--- src/rtl/dual_ram_stream_reader_if.sv ---
// Read-side bus of dual_ram_stream_reader: the dual_ram read port plus the
// valid/ready output stream. The master modport is the reader's view.
interface dual_ram_stream_reader_if #(
    parameter int RAM_WIDTH = 8,
    parameter int ADDR_SIZE = 8
);
    logic                 rd_enb;
    logic [ADDR_SIZE-1:0] rd_addr;
    logic [RAM_WIDTH-1:0] ram_data;
    logic                 m_valid;
    logic [RAM_WIDTH-1:0] m_data;
    logic                 m_ready;

    modport master (
        output rd_enb, rd_addr, m_valid, m_data,
        input  ram_data, m_ready
    );

    modport slave (
        input  rd_enb, rd_addr, m_valid, m_data,
        output ram_data, m_ready
    );
endinterface

--- src/rtl/dual_ram_stream_reader.sv ---
// dual_ram_stream_reader: sweeps length words from the dual_ram read port,
// starting at base_addr and wrapping at RAM_DEPTH, and streams them out on
// a valid/ready interface through a 2-entry buffer.
// Optional feature: define READER_CHECKSUM_EN to add a checksum output
// (sum of handshaken words, modulo 2^RAM_WIDTH).
module dual_ram_stream_reader #(
    parameter int RAM_WIDTH = 8,
    parameter int RAM_DEPTH = 256,
    parameter int ADDR_SIZE = 8,
    parameter int LEN_SIZE  = 9
) (
    input  logic                 clk,
    input  logic                 rst_n,
    input  logic                 start,
    input  logic [ADDR_SIZE-1:0] base_addr,
    input  logic [LEN_SIZE-1:0]  length,
    output logic                 busy,
    output logic                 done,
`ifdef READER_CHECKSUM_EN
    output logic [RAM_WIDTH-1:0] checksum,
`endif
    dual_ram_stream_reader_if.master bus
);

    typedef enum logic [1:0] {IDLE, READ, DRAIN} state_t;

    state_t               state, state_next;
    logic [LEN_SIZE-1:0]  remaining;
    logic [ADDR_SIZE-1:0] rd_addr_q;
    logic                 inflight;
    logic [1:0]           buf_count;
    logic [RAM_WIDTH-1:0] buf0, buf1;
    logic                 pop, push, issue, load, accept, done_next;

    assign pop          = bus.m_valid && bus.m_ready;
    assign push         = inflight;
    assign bus.m_valid  = (buf_count != 2'd0);
    assign bus.m_data   = buf0;
    assign bus.rd_addr  = rd_addr_q;
    // rd_enb sees the current handshake so a word can be issued in the same
    // cycle one leaves; that is what sustains one word per cycle with only
    // two buffer entries while keeping buffered + in-flight words <= 2.
    assign bus.rd_enb   = issue;

    // Next-state, read-issue and completion decisions.
    always_comb begin
        state_next = state;
        issue      = 1'b0;
        load       = 1'b0;
        accept     = 1'b0;
        done_next  = 1'b0;
        case (state)
            IDLE: begin
                if (start) begin
                    accept = 1'b1;
                    if (length != '0) begin
                        load       = 1'b1;
                        state_next = READ;
                    end else begin
                        done_next = 1'b1;
                    end
                end
            end
            READ: begin
                issue = (({1'b0, buf_count} + {2'b00, inflight}) < 3'd2) || pop;
                if (issue && remaining == LEN_SIZE'(1)) begin
                    state_next = DRAIN;
                end
            end
            DRAIN: begin
                if (!inflight && (buf_count == 2'd0 || (buf_count == 2'd1 && pop))) begin
                    done_next  = 1'b1;
                    state_next = IDLE;
                end
            end
            default: state_next = IDLE;
        endcase
    end

    // State register with registered busy/done flags.
    always_ff @(posedge clk or negedge rst_n) begin
        if (!rst_n) begin
            state <= IDLE;
            busy  <= 1'b0;
            done  <= 1'b0;
        end else begin
            state <= state_next;
            busy  <= (state_next != IDLE);
            done  <= done_next;
        end
    end

    // Read address and remaining-read counter.
    always_ff @(posedge clk or negedge rst_n) begin
        if (!rst_n) begin
            rd_addr_q <= '0;
            remaining <= '0;
        end else if (load) begin
            rd_addr_q <= base_addr;
            remaining <= length;
        end else if (issue) begin
            rd_addr_q <= (rd_addr_q == ADDR_SIZE'(RAM_DEPTH - 1)) ? '0 : rd_addr_q + 1'b1;
            remaining <= remaining - 1'b1;
        end
    end

    // Tracks a read whose data appears on ram_data this cycle.
    always_ff @(posedge clk or negedge rst_n) begin
        if (!rst_n) begin
            inflight <= 1'b0;
        end else begin
            inflight <= issue;
        end
    end

    // Two-entry output buffer; buf0 is the presented head word.
    always_ff @(posedge clk or negedge rst_n) begin
        if (!rst_n) begin
            buf0      <= '0;
            buf1      <= '0;
            buf_count <= 2'd0;
        end else begin
            case ({push, pop})
                2'b11: begin
                    if (buf_count == 2'd2) begin
                        buf0 <= buf1;
                        buf1 <= bus.ram_data;
                    end else begin
                        buf0 <= bus.ram_data;
                    end
                end
                2'b01: begin
                    buf0      <= buf1;
                    buf_count <= buf_count - 2'd1;
                end
                2'b10: begin
                    if (buf_count == 2'd0) begin
                        buf0 <= bus.ram_data;
                    end else begin
                        buf1 <= bus.ram_data;
                    end
                    buf_count <= buf_count + 2'd1;
                end
                default: ;
            endcase
        end
    end

`ifdef READER_CHECKSUM_EN
    // Running sum of handshaken words, cleared on every accepted start.
    always_ff @(posedge clk or negedge rst_n) begin
        if (!rst_n) begin
            checksum <= '0;
        end else if (accept) begin
            checksum <= '0;
        end else if (pop) begin
            checksum <= checksum + bus.m_data;
        end
    end
`endif

endmodule
--- src/flat_wrapper.sv ---
// flat-port wrapper written by rule: the top's interface ports become plain ports
module dual_ram_stream_reader_flat 
#(
    parameter int RAM_WIDTH = 8,
    parameter int RAM_DEPTH = 256,
    parameter int ADDR_SIZE = 8,
    parameter int LEN_SIZE  = 9
)
  (clk, rst_n, start, base_addr, length, busy, done, bus_rd_enb, bus_rd_addr, bus_m_valid, bus_m_data, bus_ram_data, bus_m_ready);
  dual_ram_stream_reader_if #(.RAM_WIDTH(RAM_WIDTH), .ADDR_SIZE(ADDR_SIZE)) bus_i ();
  input  logic clk;
  input  logic rst_n;
  input  logic start;
  input  logic [ADDR_SIZE-1:0] base_addr;
  input  logic [LEN_SIZE-1:0] length;
  output logic busy;
  output logic done;
  output wire logic [$bits(bus_i.rd_enb)-1:0] bus_rd_enb;
  output wire logic [$bits(bus_i.rd_addr)-1:0] bus_rd_addr;
  output wire logic [$bits(bus_i.m_valid)-1:0] bus_m_valid;
  output wire logic [$bits(bus_i.m_data)-1:0] bus_m_data;
  input wire logic [$bits(bus_i.ram_data)-1:0] bus_ram_data;
  input wire logic [$bits(bus_i.m_ready)-1:0] bus_m_ready;
  assign bus_rd_enb = bus_i.rd_enb;
  assign bus_rd_addr = bus_i.rd_addr;
  assign bus_m_valid = bus_i.m_valid;
  assign bus_m_data = bus_i.m_data;
  assign bus_i.ram_data = bus_ram_data;
  assign bus_i.m_ready = bus_m_ready;
  dual_ram_stream_reader #(.RAM_WIDTH(RAM_WIDTH), .RAM_DEPTH(RAM_DEPTH), .ADDR_SIZE(ADDR_SIZE), .LEN_SIZE(LEN_SIZE)) u_core (.clk(clk), .rst_n(rst_n), .start(start), .base_addr(base_addr), .length(length), .busy(busy), .done(done), .bus(bus_i));
endmodule
--- config.mk ---
export PLATFORM = sky130hd
export DESIGN_NAME = dual_ram_stream_reader_flat
export DESIGN_NICKNAME = d
export VERILOG_FILES = /design/src/rtl/dual_ram_stream_reader_if.sv /design/src/rtl/dual_ram_stream_reader.sv /design/src/flat_wrapper.sv
export SDC_FILE = /design/constraint.sdc
export NUM_CORES = 1
export LEC_CHECK = 0
export BUFFER_PORTS_ARGS = -buffer_cell sky130_fd_sc_hd__buf_4
export CORE_MARGIN = 4
export CORE_UTILIZATION = 55
export CTS_CLUSTER_DIAMETER = 80
export CTS_CLUSTER_SIZE = 12
export DETAILED_ROUTE_END_ITERATION = 6
export GPL_TIMING_DRIVEN = 0
export HOLD_SLACK_MARGIN = 0.12
export PLACE_DENSITY = 0.8
export REMOVE_ABC_BUFFERS = 1
export SYNTH_ARGS = -nofsm -noshare
export SYNTH_HDL_FRONTEND = slang
export SYNTH_SLANG_ARGS = --single-unit
--- constraint.sdc ---
create_clock -name clk -period 7.1 [get_ports clk]
set_input_delay 0.71 -clock clk [delete_from_list [all_inputs] [get_ports clk]]
set_output_delay 0.71 -clock clk [all_outputs]
set_load 0.02 [all_outputs]
# Word level (Yosys, flattened, before mapping)

Cells that the tools add are included.

Word-level logic and storage cells: 70
Register bits: 40

Eq/ne operators: 12
Order comparisons: 1
Muxes and demuxes: 25
$add $sub $neg: 5
Reductions and logical operators: 18

Operator list:

| operator                                                   | count |
|---|---|
| 2-to-1 mux 8 bit                                           | 7 |
| case mux 8 bit (3 select lines)                            | 1 |
| 2-to-1 mux 9 bit                                           | 2 |
| case mux 8 bit (2 select lines)                            | 1 |
| nonzero test 2 bit                                         | 5 |
| equality test 9 x 1 -> 1 bit, second input constant        | 1 |
| nonzero test 9 bit                                         | 1 |
| subtractor 9 x 1 -> 9 bit, second input constant           | 1 |
| adder 8 x 1 -> 8 bit, second input constant                | 1 |
| equality test 2 bit, second input constant                 | 4 |
| equality test 8 bit, second input constant                 | 1 |
| 2-to-1 mux 2 bit                                           | 4 |
| 2-to-1 mux 1 bit                                           | 7 |
| equality test 2 x 1 -> 1 bit, second input constant        | 3 |
| case mux 2 bit (3 select lines)                            | 1 |
| logical AND 1 bit                                          | 4 |
| zero test 2 bit                                            | 2 |
| inequality test 2 x 1 -> 1 bit, second input constant      | 2 |
| case mux 2 bit (2 select lines)                            | 1 |
| adder 2 x 1 -> 3 bit                                       | 1 |
| less-than comparator 3 x 2 -> 1 bit, second input constant | 1 |
| AND reduction 3 bit                                        | 1 |
| nonzero test 3 bit                                         | 1 |
| adder 2 x 1 -> 2 bit, second input constant                | 1 |
| 6 further kinds                                            | 7 |

# Depth between registers and ports, before layout

Gate-level depths: netlist (run 1).

Depth after elaboration: 8
Mapped depth: 9

# Worst setup path before layout (run 1)

No wires, ideal clock.

Path type: register to output
Start point: reg u_core.buf_count[0]
End point: out bus_rd_enb
Setup slack: 4736 ps
Data required time: 6390 ps
Arrival time: 1654 ps
Cell stages (with the launch flop): 7
Cell sequence: dfrtp_1 inv_1 ha_1 nand2b_1 a21o_1 inv_1 clkbuf_1

Word-level cells in the longest chain between the ends: 4
Elaborated cells on any way between the ends: 6

Ends and longest elaborated chain:

| what                                                                     | line                                                       | RTL |
|---|---|---|
| from (decl)                                                              | dual_ram_stream_reader.sv:31                               | `logic [1:0] buf_count;` |
| from (signal assigned)                                                   | dual_ram_stream_reader.sv:134                              | `buf_count <= buf_count - 2'd1;` |
| from (signal assigned)                                                   | dual_ram_stream_reader.sv:142                              | `buf_count <= buf_count + 2'd1;` |
| adder 2 x 1 -> 3 bit or nonzero test 2 bit (tied branches)               | dual_ram_stream_reader.sv:65, dual_ram_stream_reader.sv:37 |  |
| less-than comparator 3 x 2 -> 1 bit or logical AND 1 bit (tied branches) | dual_ram_stream_reader.sv:65, dual_ram_stream_reader.sv:35 |  |
| logical OR 1 bit *                                                       | dual_ram_stream_reader.sv:65                               | `issue = (({1'b0, buf_count} + {2'b00, inflight}) < 3'd2) \|\| pop;` |
| 2-to-1 mux 1 bit *                                                       | dual_ram_stream_reader.sv:52                               | `case (state)` |
| to (decl)                                                                | flat_wrapper.sv:18                                         | `output wire logic [$bits(bus_i.rd_enb)-1:0] bus_rd_enb;` |

Every way passes the cells marked *; elsewhere a longest branch is shown, timed or not.

# Final worst setup path (run 1)

Same ends and word-level chain as after synthesis.

==> summary.md, run 1 <==
| Metric | Value |
|---|---|
| DRC | 0 |
| Sequential area share after synthesis | ~44% |
| Dpl cells | 309 |
| Die Y | ~73 µm |
| Crit-path max FO | 17 |
| Remaining Overflow, GRT | 0 |
| Worst-Skew Late Latency | roughly 0.29 ns |
| RSZ-0062 raised after global routing | false |
| Final-report max-slew violation count | 0 |
| Ratio of cells with drive above 1 in the final layout | a little under 30% |
| Post-synth top area cell | dfrtp_1 |
| Multi-input gate area in the final layout | 1190 µm² |
| Clock sink count | 40 |
| Setup_tns | 0 ns |
| Vias in the first global route | just under 2000 |
| Final Cycle Share | between 40% and 50% |
| Setup crit end kind | output port |
| Final Hold Fails | 0 |
| Area Growth Syn to Fin | 20.0% |
| Clock transition at path regs | roughly 0.07 ns |
| Post-Synthesis Cells | 222 |
| Root Buffer | clkbuf_8 |
| Post-CTS Hold Buffers | 0 |
| Initial antenna violation count | 0 |
| Routed Antenna Nets | 0 |
| Cts bufs inserted | 5 |
| First-pass GRT wire length | 8.75 mm |
| Worst vdd ir | 0.229 mV |
| Worst slew pin tran | roughly 1.2 ns |
| Fmax | approximately 320 MHz |
| Die X-Extent | roughly 73 µm |
| Share of the synthesized area in the top cell type | roughly 44% |
| Ranking of synthesized cells by area | dfrtp_1 44%, ha_1 4.9%, mux2_2 4.9% |
| #FFs+latches synth | 40 |
| Core Area | a little over 4000 µm² |
| Setup CP Type | flip-flop to output port |
| Fraction of registers with async set/reset | 100% |
| Register area | 1000 µm² |
| Clock Tree Buf Depth | 2 |
| Total number of vias | between 1500 and 2000 |
| Via density per instance | between 6 and 7 |
| CTS tree | yes |
| Hold crit path type | input pin to async pin |
| Max_slew headroom | between 15 and 20% |
| Critical Path RT | 6.39 ns |
| Most common flop cell mapped by yosys | dfrtp_1 |
| Pin count of the biggest net entering global routing | between 40 and 50 |
| Ys Warns | 0 |
| I/O pins | 49 |
| WL per Instance | between 15 and 20 µm |
| All-Layer GR Usage | roughly a fifth |
| Status | finished clean |
| DP HPWL | ~3.6 mm |
| Row cnt | 23 |
| Total leakage power | 1.27 nW |
| GP Congestion | 0.797 |
| Drt pass-1 iters | 4 |
| H-tree depth | 2 |
| Pwr Density | a little under 500 nW/µm² |
| Die area | between 5000 and 6000 µm² |
| Nets | 304 |
| Max-cap violations | 0 |
| Post-CTS Setup Inserts | 0 |
| Fin Clk Skew | 0.00607 ns |
| Commonest cells in the netlist | 40 x dfrtp_1, 13 x inv_1, 10 x a21o_1, 10 x mux2_2, 10 x nand3_1 |
| Starting density of the core | between 50 and 60% |
| Total power draw | approximately 1.4 mW |
| Worst setup SP type | flip-flop |
| Setup violators final | 0 |
| Crit path DAT | roughly 2.4 ns |
| Final Non-Filler Cells | around 320 |
| Fillers | ~330 |
| WL final | 5.13 mm |
| Count leader, synth | dfrtp_1 |
| Crit path time final | 3.13 ns |
| Port bufs | 48 |
| Cell variety after synth | 53 |
| CTS resizes | 0 |
| Post-synth EDFFs | 0 |
| N_diodes | 0 |
| Syn Area/Cell | approximately 10 µm² |
| Netlist Area Pre-Place | between 2000 and 2500 µm² |
| Initial detailed-routing violation count | between 100 and 150 |
-- path summary, 6_finish.rpt --
check	start	to	slack, ns	cells after the start
worst max-delay path	u_core.buf_count[0]$_DFFE_PN0N_	bus_rd_enb	3.97	6
worst max register to register	u_core.buf_count[0]$_DFFE_PN0N_	u_core.bus.m_data[5]$_DFFE_PN0P_	4.39	8
worst min register to register	u_core.bus.m_data[0]$_DFFE_PN0P_	u_core.bus.m_data[0]$_DFFE_PN0P_	0.48	1
min in group clk	u_core.bus.m_data[0]$_DFFE_PN0P_	u_core.bus.m_data[0]$_DFFE_PN0P_	0.48	1
worst min-delay path	rst_n	u_core.bus.m_data[2]$_DFFE_PN0P_	0.39	1
max in group asynchronous	rst_n	u_core.done$_DFF_PN0_	6.35	1
-- per-layer routing --
metal | share of wire (%) | global-route usage (%) | wire length, µm | up-vias
met5 | 0 | 0 | 0 | -
met2 | 50 | 35.8 | 2590 | 47
met4 | 0.62 | 5.12 | 32 | 0
met3 | 4.9 | 4.68 | 250 | 4
met1 | 44 | 26.9 | 2270 | 925
li1 | - | - | - | 935
-- worst max-delay path: stages (launching register included) --
cell,delay [ns]
dfrtp_1,0.43
inv_1,0.10
ha_1,0.21
nand2b_1,0.20
a21o_1,0.49
inv_1,0.42
buf_4,0.28
-- per-stage QoR --
stage | setup WS, ns | util [%] | cell area [µm²] | hold slack, ns
5_1_grt | 3.82 | 68.4 | 2760 | 0.426
4_1_cts | 4.00 | 68.4 | 2760 | 0.403
3_5_place_dp | 4.27 | 66.1 | 2670 | 0.468
3_3_place_gp | 4.02 | 66.0 | 2660 | 0.462
2_1_floorplan | 4.68 | - | 2240 | 0.414
6_report | 3.97 | 68.4 | 2760 | 0.385
-- layout make-up --
type	count	share of cell area, %
inverters	13	1.77
clock buffers	6	2.99
repair buffers	48	13.1
flip-flops and latches	40	36.3
well taps	50	2.27
multi-input cells	158	43.2
clock inverters	2	0.363
-- where the power goes --
| part | internal [mW] | leakage [nW] | total (mW) | switching, mW |
|---|---|---|---|---|
| Sequential | 0.342 | 0.478 | 0.451 | 0.109 |
| Clock | 0.0775 | 0.0510 | 0.155 | 0.0772 |
| Combinational | 0.339 | 0.742 | 0.746 | 0.407 |
-- flip-flops by register name (all words and copies together), names as in the netlist --
name,flops
u_core.buf1,8
u_core.buf_count,2
u_core.bus.m_data,8
u_core.bus.rd_addr,8
u_core.busy,1
u_core.done,1
u_core.inflight,1
u_core.remaining,9
u_core.state,2
-- cells by family after synthesis --
logic type	Yosys count	share of synthesized area, %
mux	19	8.82
fa+ha+maj	9	4.90
compound gates	68	22.3
simple gates	57	13.7
flops	40	43.5
buf+inv	24	4.79
xor+xnor	5	1.91
-- layout by cell type, fill, tap and decap left out, drive strengths merged, types with 3 or more instances in the layout --
cell / count
a211oi: 9
o211ai: 3
nor3: 7
mux2: 10
a31oi: 3
nor3b: 3
inv: 13
a22oi: 3
dfrtp: 40
buf: 48
nor2: 9
a21oi: 7
o21ai: 8
nand2: 8
ha: 9
mux2i: 9
clkbuf: 6
xor2: 3
a221o: 5
nand2b: 4
a21o: 10
a221oi: 8
nand3: 10
No activity file was read; power rests on OpenSTA's default activity.
==> run 2: changes to the inputs <==
--- a/config.mk
+++ b/config.mk
@@ -7,13 +7,13 @@
 export LEC_CHECK = 0
 export BUFFER_PORTS_ARGS = -buffer_cell sky130_fd_sc_hd__buf_4
 export CORE_MARGIN = 4
-export CORE_UTILIZATION = 55
+export CORE_UTILIZATION = 54
 export CTS_CLUSTER_DIAMETER = 80
 export CTS_CLUSTER_SIZE = 12
 export DETAILED_ROUTE_END_ITERATION = 6
 export GPL_TIMING_DRIVEN = 0
 export HOLD_SLACK_MARGIN = 0.12
-export PLACE_DENSITY = 0.8
+export PLACE_DENSITY = 0.79
 export REMOVE_ABC_BUFFERS = 1
 export SYNTH_ARGS = -nofsm -noshare
 export SYNTH_HDL_FRONTEND = slang
==> constraint.sdc (replaced) <==
create_clock -name clk -period 3.2 [get_ports clk]
set_input_delay 0.32 -clock clk [delete_from_list [all_inputs] [get_ports clk]]
set_output_delay 0.32 -clock clk [all_outputs]
set_load 0.02 [all_outputs]
==> run 2 against run 1 <==
  * Register-to-register slack got worse by 3.9 ns
  * Highest routed layer unchanged
  * Sequential power increased by 120%
  * Clock power increased to 2.7 times the previous value
  * Cell count increased by 0.63%
  * Critical endpoint unchanged
  * Die area increased by 1.6%
  * Critical path depth unchanged
  * Clock skew increased by 0.0028 ns
==> summary.md, run 2 (synthesized netlist as in run 1, its figures left out) <==
| Metric | Value |
|---|---|
| Worst vdd ir | ~0.63 mV |
| Nets | 306 |
| GP Congestion | roughly 0.81 |
| Row cnt | 23 |
| Root Buffer | clkbuf_8 |
| Cts bufs inserted | 5 |
| Starting density of the core | a little under three fifths |
| Clock sink count | 40 |
| Most frequent cells in the layout | 48 x buf_4, 40 x dfrtp_1, 13 x inv_1 |
| WL per Instance | 15.9 µm |
| Setup_tns | 0 ns |
| Setup CP Type | flip-flop to output port |
| Critical Path RT | approximately 2.9 ns |
| Area Growth Syn to Fin | 21.2% |
| Die X-Extent | ~73 µm |
| CTS resizes | 0 |
| Total leakage power | between 1 and 1.5 nW |
| Hold Startpoint | length[5] |
| Max reg flops | 9 |
| Final Hold Fails | 0 |
| Hold crit path type | input pin to flip-flop |
| Dpl cell area | around 2700 µm² |
| Vias in the first global route | roughly 1900 |
| Initial detailed-routing violation count | approximately 120 |
| Worst R2R Setup Slack | 0.47 ns |
| H-tree depth | 2 |
| Max_slew headroom | 15.6% |
| Status | finished clean |
| Fillers | between 300 and 400 |
| Worst-Skew Late Latency | roughly 0.30 ns |
| Worst r2r src | u_core.buf_count[0]$_DFFE_PN0N_ |
| Ratio of cells with drive above 1 in the final layout | between 20% and 30% |
| Clock Tree Buf Depth | 2 |
| All-Layer GR Usage | a little over 20% |
| Via density per instance | ~6 |
| Most common cell after layout, fill and taps aside | buf_4 |
| Fin Clk Skew | around 0.0088 ns |
| CTS tree | yes |
| Total power draw | between 3 and 4 mW |
| Crit path DAT | between 2 and 2.5 ns |
| Crit-path max FO | 17 |
| Die Y | 73.2 µm |
| Drt pass-1 iters | 4 |
| Pin count of the biggest net entering global routing | 41 |
| R2R Path End | u_core.bus.m_data[5]$_DFFE_PN0P_ |
| Wl on met1 | ~2.3 mm |
| Port bufs | 48 |
| Setup violators final | 0 |
| WL final | 5.08 mm |
| Remaining Overflow, GRT | 0 |
| Fmax | around 370 MHz |
| Worst slew pin tran | ~1.3 ns |
| Routed Antenna Nets | 0 |
| Top sig layer | met4 |
| Crit path time final | approximately 2.7 ns |
| Largest reg by FF count | u_core.remaining |
| Total number of vias | a little under 2000 |
| Worst setup SP type | flip-flop |
| Final Cycle Share | between 80 and 90% |
| Max-cap violations | 0 |
| DRC | 0 |
| DP HPWL | ~3.6 mm |
| Hold endpoint | u_core.remaining[5]$_DFFE_PN0P_ |
| Pwr Density | about 1100 nW/µm² |
| Initial antenna violation count | 0 |
| N_diodes | 0 |
| Final-report max-slew violation count | 0 |
| Clock transition at path regs | roughly 0.080 ns |
| First-pass GRT wire length | approximately 8.6 mm |
| Routed wl met2 | around 2.5 mm |
| RSZ-0062 raised after global routing | false |
| Met3 routed WL | 229 µm |
| FF-to-FF path depth | 8 |
| Core Area | approximately 4100 µm² |
| Die area | ~5400 µm² |
| Hold path depth | 3 |
| Setup crit end kind | output port |
| I/O pins | slightly below 50 |
| Finished Cell Area | about 2800 µm² |
[run 2: worst max-delay path, cell delays in order, from the launching register on]
cell and delay (ns):
dfrtp_1 0.45, inv_1 0.11, ha_1 0.22, nand2b_1 0.20, a21o_1 0.45, inv_1 0.40, buf_4 0.28
[run 2: worst max-delay path by stage]
stage	from	endpoint	slack, ns	depth (start not counted)
CTS	u_core.buf_count[0]$_DFFE_PN0N_	bus_rd_enb	0.47	6
global placement	u_core.buf_count[0]$_DFFE_PN0N_	u_core.bus.m_data[5]$_DFFE_PN0P_	0.55	8
floorplan	u_core.buf_count[0]$_DFFE_PN0N_	u_core.bus.m_data[5]$_DFFE_PN0P_	0.85	8
global route	u_core.buf_count[0]$_DFFE_PN0N_	u_core.bus.m_data[5]$_DFFE_PN0P_	0.28	8
detailed placement	u_core.buf_count[0]$_DFFE_PN0N_	u_core.bus.m_data[5]$_DFFE_PN0P_	0.55	8
finish	u_core.buf_count[0]$_DFFE_PN0N_	bus_rd_enb	0.46	6
[run 2: what timing repair did]
| action | in CTS | in global routing |
|---|---|---|
| hold endpoints to repair | 40 | 0 |
| hold buffers | 1 | 0 |
| setup buffers | 0 | 0 |
[run 2: area by class of cell]
cell class              instances  area [µm²]  area share [%]
well taps                      50        62.6            2.25
inverters                      13        48.8            1.75
clock buffers                   5        68.8            2.47
repair buffers                 50         375            13.5
clock inverters                 3        42.5            1.53
multi-input cells             158        1190            42.6
flip-flops and latches         40        1000            35.9
[run 2: where the power goes]
group	total [mW]	switching [mW]	internal (mW)
sequential	1.00	0.241	0.759
combinational	1.65	0.893	0.755
clock	0.412	0.181	0.231
[run 2: metrics by stage]
| stage | hold WS [ns] | util [%] | std cells | worst slack [ns] |
|---|---|---|---|---|
| floorplan | 0.0244 | - | 211 | 0.846 |
| global placement | 0.330 | 65.6 | 309 | 0.553 |
| detailed placement | 0.329 | 65.7 | 310 | 0.551 |
| CTS | 0.234 | 68.7 | 319 | 0.472 |
| global route | 0.252 | 68.7 | 319 | 0.278 |
| finish | 0.235 | 68.7 | 319 | 0.465 |
[run 2: layer usage]
layer	global-route usage, %	up-vias
met5	0	-
met3	5.10	5
li1	-	938
met2	33.4	41
met1	26.8	939
met4	6.56	0
